### src/rtl/wav_dfi_phy_resp_pkg.sv
// Shared types, widths and default timing for the DFI PHY-side handshake responder.
package wav_dfi_phy_resp_pkg;

  localparam int unsigned LP_ACK_DLY_DEF      = 4;
  localparam int unsigned CTRLUPD_ACK_DLY_DEF = 2;
  localparam int unsigned TPHYUPD_RESP_DEF    = 16;
  localparam int unsigned PHYUPD_HOLD_DEF     = 8;

  localparam int unsigned DLY_W  = 4;
  localparam int unsigned WAKE_W = 6;
  localparam int unsigned STAT_W = 16;

  typedef enum logic [1:0] {
    LP_IDLE = 2'd0,
    LP_WAIT = 2'd1,
    LP_ACK  = 2'd2,
    LP_REJ  = 2'd3
  } lp_st_e;

  typedef enum logic [1:0] {
    CU_IDLE = 2'd0,
    CU_WAIT = 2'd1,
    CU_ACK  = 2'd2
  } cu_st_e;

  typedef enum logic [1:0] {
    PU_IDLE = 2'd0,
    PU_REQ  = 2'd1,
    PU_HOLD = 2'd2,
    PU_DROP = 2'd3
  } pu_st_e;

  typedef enum logic [1:0] {
    PU_TYPE_0 = 2'd0,
    PU_TYPE_1 = 2'd1,
    PU_TYPE_2 = 2'd2,
    PU_TYPE_3 = 2'd3
  } pu_type_e;

  // Saturating add of a small increment onto a statistics counter.
  function automatic logic [STAT_W-1:0] sat_add(input logic [STAT_W-1:0] v, input logic [1:0] n);
    logic [STAT_W:0] s;
    s = {1'b0, v} + {{(STAT_W-1){1'b0}}, n};
    return s[STAT_W] ? {STAT_W{1'b1}} : s[STAT_W-1:0];
  endfunction

endpackage

### src/rtl/wav_dfi_phy_responder_if.sv
// DFI control-interface signals between the MC (master) and the PHY responder (slave).
interface wav_dfi_phy_responder_if;
  import wav_dfi_phy_resp_pkg::*;

  logic              lp_ctrl_req;
  logic [WAKE_W-1:0] lp_ctrl_wakeup;
  logic              lp_ctrl_ack;
  logic              lp_data_req;
  logic [WAKE_W-1:0] lp_data_wakeup;
  logic              lp_data_ack;
  logic              ctrlupd_req;
  logic              ctrlupd_ack;
  logic              phyupd_req;
  pu_type_e          phyupd_type;
  logic              phyupd_ack;

  modport master (
    output lp_ctrl_req, lp_ctrl_wakeup, lp_data_req, lp_data_wakeup, ctrlupd_req, phyupd_ack,
    input  lp_ctrl_ack, lp_data_ack, ctrlupd_ack, phyupd_req, phyupd_type
  );

  modport slave (
    input  lp_ctrl_req, lp_ctrl_wakeup, lp_data_req, lp_data_wakeup, ctrlupd_req, phyupd_ack,
    output lp_ctrl_ack, lp_data_ack, ctrlupd_ack, phyupd_req, phyupd_type
  );

endinterface

### src/rtl/wav_dfi_lp_hs.sv
// One DFI low-power handshake channel: delayed ack, abort, reject and wakeup-code latch.
module wav_dfi_lp_hs
  import wav_dfi_phy_resp_pkg::*;
#(
  parameter int unsigned ACK_DLY = LP_ACK_DLY_DEF
) (
  input  logic              clock,
  input  logic              reset,
  input  logic              req,
  input  logic [WAKE_W-1:0] wakeup,
  input  logic              allow,
  output logic              ack,
  output logic [WAKE_W-1:0] wakeup_q,
  output lp_st_e            state,
  output logic              start_c,
  output logic              rej_c
);

  lp_st_e           state_q, state_d;
  logic [DLY_W-1:0] cnt_q, cnt_d;
  logic             ack_q;

  always_comb begin
    state_d = state_q;
    cnt_d   = cnt_q;
    start_c = 1'b0;
    rej_c   = 1'b0;
    unique case (state_q)
      LP_IDLE: begin
        if (req && allow) begin
          state_d = LP_WAIT;
          cnt_d   = DLY_W'(ACK_DLY);
          start_c = 1'b1;
        end else if (req) begin
          state_d = LP_REJ;
          rej_c   = 1'b1;
        end
      end
      LP_WAIT: begin
        if (!req) begin
          state_d = LP_IDLE;
          cnt_d   = '0;
        end else if (cnt_q <= DLY_W'(1)) begin
          state_d = LP_ACK;
          cnt_d   = '0;
        end else begin
          cnt_d = cnt_q - DLY_W'(1);
        end
      end
      LP_ACK:  if (!req) state_d = LP_IDLE;
      LP_REJ:  if (!req) state_d = LP_IDLE;
      default: state_d = LP_IDLE;
    endcase
  end

  // Wakeup code is captured only when a request is accepted.
  always_ff @(posedge clock) begin
    if (reset) begin
      state_q  <= LP_IDLE;
      cnt_q    <= '0;
      ack_q    <= 1'b0;
      wakeup_q <= '0;
    end else begin
      state_q <= state_d;
      cnt_q   <= cnt_d;
      ack_q   <= (state_d == LP_ACK);
      if (start_c) wakeup_q <= wakeup;
    end
  end

  assign ack   = ack_q;
  assign state = state_q;

endmodule

### src/rtl/wav_dfi_phy_responder.sv
// PHY-side DFI handshake engine: lp_ctrl/lp_data/ctrlupd responder and phyupd initiator.
// Optional statistics counters are built when WAV_DFI_PHY_RESP_STATS_EN is defined.
module wav_dfi_phy_responder
  import wav_dfi_phy_resp_pkg::*;
#(
  parameter int unsigned LP_ACK_DLY      = LP_ACK_DLY_DEF,
  parameter int unsigned CTRLUPD_ACK_DLY = CTRLUPD_ACK_DLY_DEF,
  parameter int unsigned TPHYUPD_RESP    = TPHYUPD_RESP_DEF,
  parameter int unsigned PHYUPD_HOLD     = PHYUPD_HOLD_DEF
) (
  input  logic                     clock,
  input  logic                     reset,
  wav_dfi_phy_responder_if.slave   dfi,
  input  logic                     lp_allow,
  input  logic                     phyupd_start,
  input  pu_type_e                 phyupd_type_in,
  output logic [WAKE_W-1:0]        lp_ctrl_wakeup_q,
  output logic [WAKE_W-1:0]        lp_data_wakeup_q,
  output logic                     upd_window,
  output logic                     phyupd_busy,
  output logic                     phyupd_timeout
`ifdef WAV_DFI_PHY_RESP_STATS_EN
  ,
  output logic [STAT_W-1:0]        lp_ack_cnt,
  output logic [STAT_W-1:0]        ctrlupd_ack_cnt,
  output logic [STAT_W-1:0]        phyupd_cnt,
  output logic [STAT_W-1:0]        lp_rej_cnt
`endif
);

  localparam int unsigned RESP_W = $clog2(TPHYUPD_RESP + 1);
  localparam int unsigned HOLD_W = $clog2(PHYUPD_HOLD + 1);

  pu_st_e            pu_q, pu_d;
  logic              pu_pend_q, pu_pend_d;
  pu_type_e          pu_type_q, pu_type_d;
  logic [RESP_W-1:0] pu_wait_q, pu_wait_d;
  logic [HOLD_W-1:0] pu_hold_q, pu_hold_d;
  logic              pu_tmo_q, pu_tmo_d;
  logic              pu_req_q, pu_busy_q;
  logic              pu_go_c;

  cu_st_e            cu_q, cu_d;
  logic [DLY_W-1:0]  cu_cnt_q, cu_cnt_d;
  logic              cu_ack_q;
  logic              cu_go_c;

  lp_st_e            lp_c_st, lp_d_st;
  logic              lp_c_ack, lp_d_ack;
  logic              lp_c_start, lp_d_start, lp_c_rej, lp_d_rej;
  logic              lp_grant;

  assign lp_grant = lp_allow && (pu_q == PU_IDLE);

  wav_dfi_lp_hs #(.ACK_DLY(LP_ACK_DLY)) u_lp_ctrl (
    .clock    (clock),
    .reset    (reset),
    .req      (dfi.lp_ctrl_req),
    .wakeup   (dfi.lp_ctrl_wakeup),
    .allow    (lp_grant),
    .ack      (lp_c_ack),
    .wakeup_q (lp_ctrl_wakeup_q),
    .state    (lp_c_st),
    .start_c  (lp_c_start),
    .rej_c    (lp_c_rej)
  );

  wav_dfi_lp_hs #(.ACK_DLY(LP_ACK_DLY)) u_lp_data (
    .clock    (clock),
    .reset    (reset),
    .req      (dfi.lp_data_req),
    .wakeup   (dfi.lp_data_wakeup),
    .allow    (lp_grant),
    .ack      (lp_d_ack),
    .wakeup_q (lp_data_wakeup_q),
    .state    (lp_d_st),
    .start_c  (lp_d_start),
    .rej_c    (lp_d_rej)
  );

  // ctrlupd is held off while the PHY owns the update window or an LP ack is up.
  assign cu_go_c = (cu_q == CU_IDLE) && dfi.ctrlupd_req && !pu_req_q &&
                   (lp_c_st != LP_ACK) && (lp_d_st != LP_ACK);

  always_comb begin
    cu_d     = cu_q;
    cu_cnt_d = cu_cnt_q;
    unique case (cu_q)
      CU_IDLE: begin
        if (cu_go_c) begin
          cu_d     = CU_WAIT;
          cu_cnt_d = DLY_W'(CTRLUPD_ACK_DLY);
        end
      end
      CU_WAIT: begin
        if (!dfi.ctrlupd_req) begin
          cu_d     = CU_IDLE;
          cu_cnt_d = '0;
        end else if (cu_cnt_q <= DLY_W'(1)) begin
          cu_d     = CU_ACK;
          cu_cnt_d = '0;
        end else begin
          cu_cnt_d = cu_cnt_q - DLY_W'(1);
        end
      end
      CU_ACK:  if (!dfi.ctrlupd_req) cu_d = CU_IDLE;
      default: cu_d = CU_IDLE;
    endcase
  end

  always_ff @(posedge clock) begin
    if (reset) begin
      cu_q     <= CU_IDLE;
      cu_cnt_q <= '0;
      cu_ack_q <= 1'b0;
    end else begin
      cu_q     <= cu_d;
      cu_cnt_q <= cu_cnt_d;
      cu_ack_q <= (cu_d == CU_ACK);
    end
  end

  // MC-side requests (LP or ctrlupd) leaving IDLE this cycle take priority over phyupd.
  assign pu_go_c = (pu_pend_q || phyupd_start) && (cu_q == CU_IDLE) && !cu_go_c &&
                   (lp_c_st == LP_IDLE) && (lp_d_st == LP_IDLE) &&
                   !lp_c_start && !lp_d_start && !lp_c_rej && !lp_d_rej;

  always_comb begin
    pu_d      = pu_q;
    pu_pend_d = pu_pend_q;
    pu_type_d = pu_type_q;
    pu_wait_d = pu_wait_q;
    pu_hold_d = pu_hold_q;
    pu_tmo_d  = pu_tmo_q;
    unique case (pu_q)
      PU_IDLE: begin
        if (phyupd_start) pu_type_d = phyupd_type_in;
        if (pu_go_c) begin
          pu_d      = PU_REQ;
          pu_pend_d = 1'b0;
          pu_wait_d = '0;
        end else if (phyupd_start) begin
          pu_pend_d = 1'b1;
        end
      end
      PU_REQ: begin
        if (dfi.phyupd_ack) begin
          pu_d      = PU_HOLD;
          pu_hold_d = HOLD_W'(PHYUPD_HOLD);
        end else if (pu_wait_q >= RESP_W'(TPHYUPD_RESP - 1)) begin
          pu_tmo_d = 1'b1;
        end else begin
          pu_wait_d = pu_wait_q + RESP_W'(1);
        end
      end
      PU_HOLD: begin
        if (pu_hold_q <= HOLD_W'(1)) begin
          pu_d      = PU_DROP;
          pu_hold_d = '0;
        end else begin
          pu_hold_d = pu_hold_q - HOLD_W'(1);
        end
      end
      PU_DROP: if (!dfi.phyupd_ack) pu_d = PU_IDLE;
      default: pu_d = PU_IDLE;
    endcase
  end

  always_ff @(posedge clock) begin
    if (reset) begin
      pu_q      <= PU_IDLE;
      pu_pend_q <= 1'b0;
      pu_type_q <= PU_TYPE_0;
      pu_wait_q <= '0;
      pu_hold_q <= '0;
      pu_tmo_q  <= 1'b0;
      pu_req_q  <= 1'b0;
      pu_busy_q <= 1'b0;
    end else begin
      pu_q      <= pu_d;
      pu_pend_q <= pu_pend_d;
      pu_type_q <= pu_type_d;
      pu_wait_q <= pu_wait_d;
      pu_hold_q <= pu_hold_d;
      pu_tmo_q  <= pu_tmo_d;
      pu_req_q  <= (pu_d == PU_REQ) || (pu_d == PU_HOLD);
      pu_busy_q <= (pu_d != PU_IDLE);
    end
  end

  assign dfi.lp_ctrl_ack  = lp_c_ack;
  assign dfi.lp_data_ack  = lp_d_ack;
  assign dfi.ctrlupd_ack  = cu_ack_q & dfi.ctrlupd_req;
  assign dfi.phyupd_req   = pu_req_q;
  assign dfi.phyupd_type  = pu_type_q;
  assign upd_window       = dfi.ctrlupd_ack | (dfi.phyupd_ack & pu_req_q);
  assign phyupd_busy      = pu_busy_q;
  assign phyupd_timeout   = pu_tmo_q;

`ifdef WAV_DFI_PHY_RESP_STATS_EN
  logic       lp_c_ack_d1, lp_d_ack_d1;
  logic [1:0] lp_ack_inc, lp_rej_inc;
  logic       cu_ack_rise_c, pu_ack_rise_c;

  assign lp_ack_inc    = {1'b0, lp_c_ack & ~lp_c_ack_d1} + {1'b0, lp_d_ack & ~lp_d_ack_d1};
  assign lp_rej_inc    = {1'b0, lp_c_rej} + {1'b0, lp_d_rej};
  assign cu_ack_rise_c = (cu_q == CU_WAIT) && (cu_d == CU_ACK);
  assign pu_ack_rise_c = (pu_q == PU_REQ) && (pu_d == PU_HOLD);

  always_ff @(posedge clock) begin
    if (reset) begin
      lp_c_ack_d1     <= 1'b0;
      lp_d_ack_d1     <= 1'b0;
      lp_ack_cnt      <= '0;
      ctrlupd_ack_cnt <= '0;
      phyupd_cnt      <= '0;
      lp_rej_cnt      <= '0;
    end else begin
      lp_c_ack_d1     <= lp_c_ack;
      lp_d_ack_d1     <= lp_d_ack;
      lp_ack_cnt      <= sat_add(lp_ack_cnt, lp_ack_inc);
      ctrlupd_ack_cnt <= sat_add(ctrlupd_ack_cnt, {1'b0, cu_ack_rise_c});
      phyupd_cnt      <= sat_add(phyupd_cnt, {1'b0, pu_ack_rise_c});
      lp_rej_cnt      <= sat_add(lp_rej_cnt, lp_rej_inc);
    end
  end
`endif

endmodule

### src/flat_wrapper.sv
// flat-port wrapper written by rule: the top's interface ports become plain ports
module wav_dfi_phy_responder_flat import wav_dfi_phy_resp_pkg::*;
#(
  parameter int unsigned LP_ACK_DLY      = LP_ACK_DLY_DEF,
  parameter int unsigned CTRLUPD_ACK_DLY = CTRLUPD_ACK_DLY_DEF,
  parameter int unsigned TPHYUPD_RESP    = TPHYUPD_RESP_DEF,
  parameter int unsigned PHYUPD_HOLD     = PHYUPD_HOLD_DEF
)
  (clock, reset, lp_allow, phyupd_start, phyupd_type_in, lp_ctrl_wakeup_q, lp_data_wakeup_q, upd_window, phyupd_busy, phyupd_timeout, dfi_lp_ctrl_req, dfi_lp_ctrl_wakeup, dfi_lp_data_req, dfi_lp_data_wakeup, dfi_ctrlupd_req, dfi_phyupd_ack, dfi_lp_ctrl_ack, dfi_lp_data_ack, dfi_ctrlupd_ack, dfi_phyupd_req, dfi_phyupd_type);
  wav_dfi_phy_responder_if dfi_i ();
  input  logic clock;
  input  logic reset;
  input  logic lp_allow;
  input  logic phyupd_start;
  input  pu_type_e phyupd_type_in;
  output logic [WAKE_W-1:0] lp_ctrl_wakeup_q;
  output logic [WAKE_W-1:0] lp_data_wakeup_q;
  output logic upd_window;
  output logic phyupd_busy;
  output logic phyupd_timeout;
  input wire logic [$bits(dfi_i.lp_ctrl_req)-1:0] dfi_lp_ctrl_req;
  input wire logic [$bits(dfi_i.lp_ctrl_wakeup)-1:0] dfi_lp_ctrl_wakeup;
  input wire logic [$bits(dfi_i.lp_data_req)-1:0] dfi_lp_data_req;
  input wire logic [$bits(dfi_i.lp_data_wakeup)-1:0] dfi_lp_data_wakeup;
  input wire logic [$bits(dfi_i.ctrlupd_req)-1:0] dfi_ctrlupd_req;
  input wire logic [$bits(dfi_i.phyupd_ack)-1:0] dfi_phyupd_ack;
  output wire logic [$bits(dfi_i.lp_ctrl_ack)-1:0] dfi_lp_ctrl_ack;
  output wire logic [$bits(dfi_i.lp_data_ack)-1:0] dfi_lp_data_ack;
  output wire logic [$bits(dfi_i.ctrlupd_ack)-1:0] dfi_ctrlupd_ack;
  output wire logic [$bits(dfi_i.phyupd_req)-1:0] dfi_phyupd_req;
  output wire logic [$bits(dfi_i.phyupd_type)-1:0] dfi_phyupd_type;
  assign dfi_i.lp_ctrl_req = dfi_lp_ctrl_req;
  assign dfi_i.lp_ctrl_wakeup = dfi_lp_ctrl_wakeup;
  assign dfi_i.lp_data_req = dfi_lp_data_req;
  assign dfi_i.lp_data_wakeup = dfi_lp_data_wakeup;
  assign dfi_i.ctrlupd_req = dfi_ctrlupd_req;
  assign dfi_i.phyupd_ack = dfi_phyupd_ack;
  assign dfi_lp_ctrl_ack = dfi_i.lp_ctrl_ack;
  assign dfi_lp_data_ack = dfi_i.lp_data_ack;
  assign dfi_ctrlupd_ack = dfi_i.ctrlupd_ack;
  assign dfi_phyupd_req = dfi_i.phyupd_req;
  assign dfi_phyupd_type = dfi_i.phyupd_type;
  wav_dfi_phy_responder #(.LP_ACK_DLY(LP_ACK_DLY), .CTRLUPD_ACK_DLY(CTRLUPD_ACK_DLY), .TPHYUPD_RESP(TPHYUPD_RESP), .PHYUPD_HOLD(PHYUPD_HOLD)) u_core (.clock(clock), .reset(reset), .dfi(dfi_i), .lp_allow(lp_allow), .phyupd_start(phyupd_start), .phyupd_type_in(phyupd_type_in), .lp_ctrl_wakeup_q(lp_ctrl_wakeup_q), .lp_data_wakeup_q(lp_data_wakeup_q), .upd_window(upd_window), .phyupd_busy(phyupd_busy), .phyupd_timeout(phyupd_timeout));
endmodule
### config.mk
export PLATFORM = sky130hd
export DESIGN_NAME = wav_dfi_phy_responder_flat
export DESIGN_NICKNAME = d
export VERILOG_FILES = /design/src/rtl/wav_dfi_phy_resp_pkg.sv /design/src/rtl/wav_dfi_phy_responder_if.sv /design/src/rtl/wav_dfi_lp_hs.sv /design/src/rtl/wav_dfi_phy_responder.sv /design/src/flat_wrapper.sv
export SDC_FILE = /design/constraint.sdc
export NUM_CORES = 1
export LEC_CHECK = 0
export ABC_AREA = 1
export BUFFER_PORTS_ARGS = -buffer_cell sky130_fd_sc_hd__buf_4
export CORE_MARGIN = 1
export CORE_UTILIZATION = 24
export CTS_CLUSTER_SIZE = 40
export DETAILED_ROUTE_END_ITERATION = 6
export PLACE_DENSITY = 0.53
export SYNTH_ARGS = -nofsm -noshare
export SYNTH_HDL_FRONTEND = slang
export SYNTH_HIERARCHICAL = 1
export SYNTH_SLANG_ARGS = --single-unit
### constraint.sdc
create_clock -name clock -period 2.45 [get_ports clock]
set_input_delay 0 -clock clock [delete_from_list [all_inputs] [get_ports clock]]
set_output_delay 0 -clock clock [all_outputs]
set_load 0.005 [all_outputs]
==> impl_metrics.yaml <==
timing:
  max_slew_violation_total_from_the_final_report: 0
  timing.slew.headroom_pct: 73.2
  endpoints_failing_setup: 0
  min_period_ns: 2.06
  layout_worst_path_cycle_share_pct: 84.2
  final.setup.tns_ns: 0
  rsz0062_at_grt: "no"
  finalHoldWorstSlack_ns: 0.0162
  finalHoldViolCount: 0
  fmax_mhz: 485
  clock-skew-final_ns: 0.0112
  layout_setup_ws_ns: 0.387
  timing_worst_slew_pin_value_ns: 0.398
power_and_ir_drop:
  power.leakage_nw: 1.57
  total_power_mw: 2.39
  vdd.ir_drop.worst_uv: 264
  powerDensity_nw_per_um2: 711
drt:
  detailroute.via_count: 2466
  wl_um: 5880
  detailedRoute.firstPassIterationCount: 4
  post-route-drc-count: 0
  antenna_violating_nets_post_route: 0
  drt_iter0_drc: 63
  detail_route.wl_per_cell_um: 10.1
  detail_route.vias_per_cell: 4.25
global_routing:
  grt_first_pass_wirelength_um: 9850
  first_global_vias: 2263
  globalRoute.totalOverflow: 0
  largest_net_degree_at_the_start_of_global_routing: 21
  grt_antenna_before_repair: 0
  track_usage_pct: 10.7
setup_path:
  worst_setup_path_start_kind: "flip-flop"
  worst_ep_arrival_time_ns: 2.26
  end_kind: "flip-flop"
  worstPathMaxFanout: 7
  setup.worst_path.class: "flip-flop to flip-flop"
  worst_ep_required_time_ns: 2.64
clock_network:
  tritoncts: "done"
  htree_levels: 2
  clkSlewWorstSetupHoldPaths_ns: 0.09
  clk_path_buf_depth: 2
  post_cts.resized_instances: 0
  clock_insertion_delay_worst_skew_ns: 0.30
  clock_sinks: 50
  clock-root-buffer: "sky130_fd_sc_hd__clkbuf_8"
  clock_buffers_created_by_tritoncts: 5
logic_synthesis:
  synth_cell_types: 30
  synth.net_count: 415
  post-synth-top-count-cell: "sky130_fd_sc_hd__nand2_1"
  synth-seq-cells: 50
  synth_enable_flop_cells: 0
  async_flop_share_pct: 0
  post-synth-top-area-fraction_pct: 38.0
  synthesis.yosys.warnings: 6
  ys_top_cells_by_area: "sky130_fd_sc_hd__dfxtp_1 (38%), sky130_fd_sc_hd__nand2_1 (11%), sky130_fd_sc_hd__nor2_1 (11%), sky130_fd_sc_hd__inv_1 (6.8%), sky130_fd_sc_hd__ha_1 (5.2%)"
  synthDominantAreaCellType: "sky130_fd_sc_hd__dfxtp_1"
  syn_area_per_cell_um2: 6.89
  synth.cell_area_um2: 2630
  number_of_standard_cells_after_synthesis: 382
  synth_ff_type: "sky130_fd_sc_hd__dfxtp_1"
  synth_sequential_area_ratio_pct: 38.0
  synth.top_cells.by_count: "sky130_fd_sc_hd__nand2_1 (75), sky130_fd_sc_hd__nor2_1 (74), sky130_fd_sc_hd__dfxtp_1 (50), sky130_fd_sc_hd__inv_1 (48), sky130_fd_sc_hd__a21oi_1 (26)"
finish:
  drive_gt1_share_pct: 20.3
  post_synthesis_to_final_layout_area_growth_pct: 27.7
  post-route-util_pct: 32.1
  antennaDiodeCount: 0
  layout.nets: 477
floorplan:
  io_pins: 43
  std_cell_rows: 37
  core_region_area_um2: 10500
  design.die.area_um2: 11400
  die_x_um: 107
  floorplan.initialDensity_pct: 25.2
  die_h_um: 107
place:
  final_weighted_congestion_in_routability_driven_placement: 0.832
  dp_slack_ns: 0.392
  buffer_ports.inserted: 42
  place.detailed.hpwl_um: 4520
flow_run:
  maxCapViolations: 0
worst_hold_path:
  hold_path_class: "input pin to flip-flop"
run_status:
  status: "finished, final reports clean"
layer usage:
metal | GRT usage [%] | vias up | wire length, um
li1 | - | 1314 | -
met1 | 13.5 | 1094 | 2840
met2 | 18.4 | 54 | 2760
met3 | 2.19 | 4 | 255
met4 | 2.84 | 0 | 32
met5 | 0 | - | 0
repair_timing:
action	in CTS	in global routing
buffers inserted	0	0
endpoints found under the hold margin	14	0
hold buffers	14	0
state kept, by name, indices dropped and copies added, names as in the netlist, 4 cells and up:
signal and flops:
u_core/pu_wait_q 5, u_core/u_lp_data/cnt_q 4, u_core/u_lp_ctrl/cnt_q 4, u_core/u_lp_data/wakeup_q 6
u_core/pu_hold_q 4, u_core/u_lp_ctrl/wakeup_q 6, u_core/cu_cnt_q 4
final timing paths:
check / start / endpoint / slack (ns) / cells past startpoint
setup reg to reg: u_core/pu_q[0]$_SDFF_PP0_ / u_core/dfi.phyupd_req$_SDFF_PP0_ / 0.39 / 15
hold / removal: dfi_ctrlupd_req / u_core/cu_q[1]$_SDFF_PP0_ / 0.02 / 3
setup / recovery: u_core/pu_q[0]$_SDFF_PP0_ / u_core/dfi.phyupd_req$_SDFF_PP0_ / 0.39 / 15
hold reg to reg: u_core/pu_pend_q$_SDFFE_PP0P_ / u_core/pu_pend_q$_SDFFE_PP0P_ / 0.44 / 2
layout by cell type, fill, tap and decap left out, types with 5 or more instances in the layout:
cell / count
sky130_fd_sc_hd__nor2_2: 7
sky130_fd_sc_hd__ha_1: 11
sky130_fd_sc_hd__o21ai_1: 21
sky130_fd_sc_hd__nand2_2: 5
sky130_fd_sc_hd__nand2_1: 75
sky130_fd_sc_hd__dfxtp_1: 50
sky130_fd_sc_hd__clkbuf_8: 5
sky130_fd_sc_hd__nor2_1: 74
sky130_fd_sc_hd__nor2_4: 5
sky130_fd_sc_hd__buf_4: 43
sky130_fd_sc_hd__dlygate4sd3_1: 14
sky130_fd_sc_hd__inv_1: 48
sky130_fd_sc_hd__a21oi_1: 26
sky130_fd_sc_hd__nand3_1: 16
sky130_fd_sc_hd__inv_2: 10
critical path: stages, from the launching register on:
cell and delay [ns]:
sky130_fd_sc_hd__dfxtp_1 0.38, sky130_fd_sc_hd__nor2_1 0.19, sky130_fd_sc_hd__inv_2 0.06, sky130_fd_sc_hd__nor2_1 0.22, sky130_fd_sc_hd__nand2_1 0.12, sky130_fd_sc_hd__inv_2 0.10
sky130_fd_sc_hd__nand2_4 0.08, sky130_fd_sc_hd__clkinv_4 0.08, sky130_fd_sc_hd__nor2_1 0.04, sky130_fd_sc_hd__and2_1 0.17, sky130_fd_sc_hd__nand3_1 0.09, sky130_fd_sc_hd__nand2_1 0.05
sky130_fd_sc_hd__nand2_1 0.08, sky130_fd_sc_hd__ha_1 0.23, sky130_fd_sc_hd__inv_1 0.05, sky130_fd_sc_hd__nor2_1 0.03
cell families (layout without fill, tap and decap cells):
family	after synthesis	in the layout	share of synthesized area (%)
AOI/OAI and AO/OA	50	50	9.93
xor gates and xnor gates	4	4	1.33
adders and majority gates	11	11	5.23
buffers and inverters	65	127	9.88
DFF	50	50	38.0
and+or+nand+nor	202	202	35.6
power by group:
part	internal, mW	switching (mW)
clock	0.301	0.274
combinational	0.331	0.454
sequential	0.930	0.101
area by class of cell:
type,count,area (um^2)
clock buffers,5,68.8
clock inverters,2,38.8
fillers,1191,7100
inverters,63,249
multi-input cells,267,1370
flip-flops and latches,50,1000
well taps,136,170
repair buffers,57,463
metrics by stage:
stage,instance area (um^2),std cells
2_1_floorplan,2630,382
3_3_place_gp,3120,559
3_5_place_dp,3120,559
4_1_cts,3360,580
6_report,3360,580
5_1_grt,3360,580
Power figures use the tool's default switching activity.
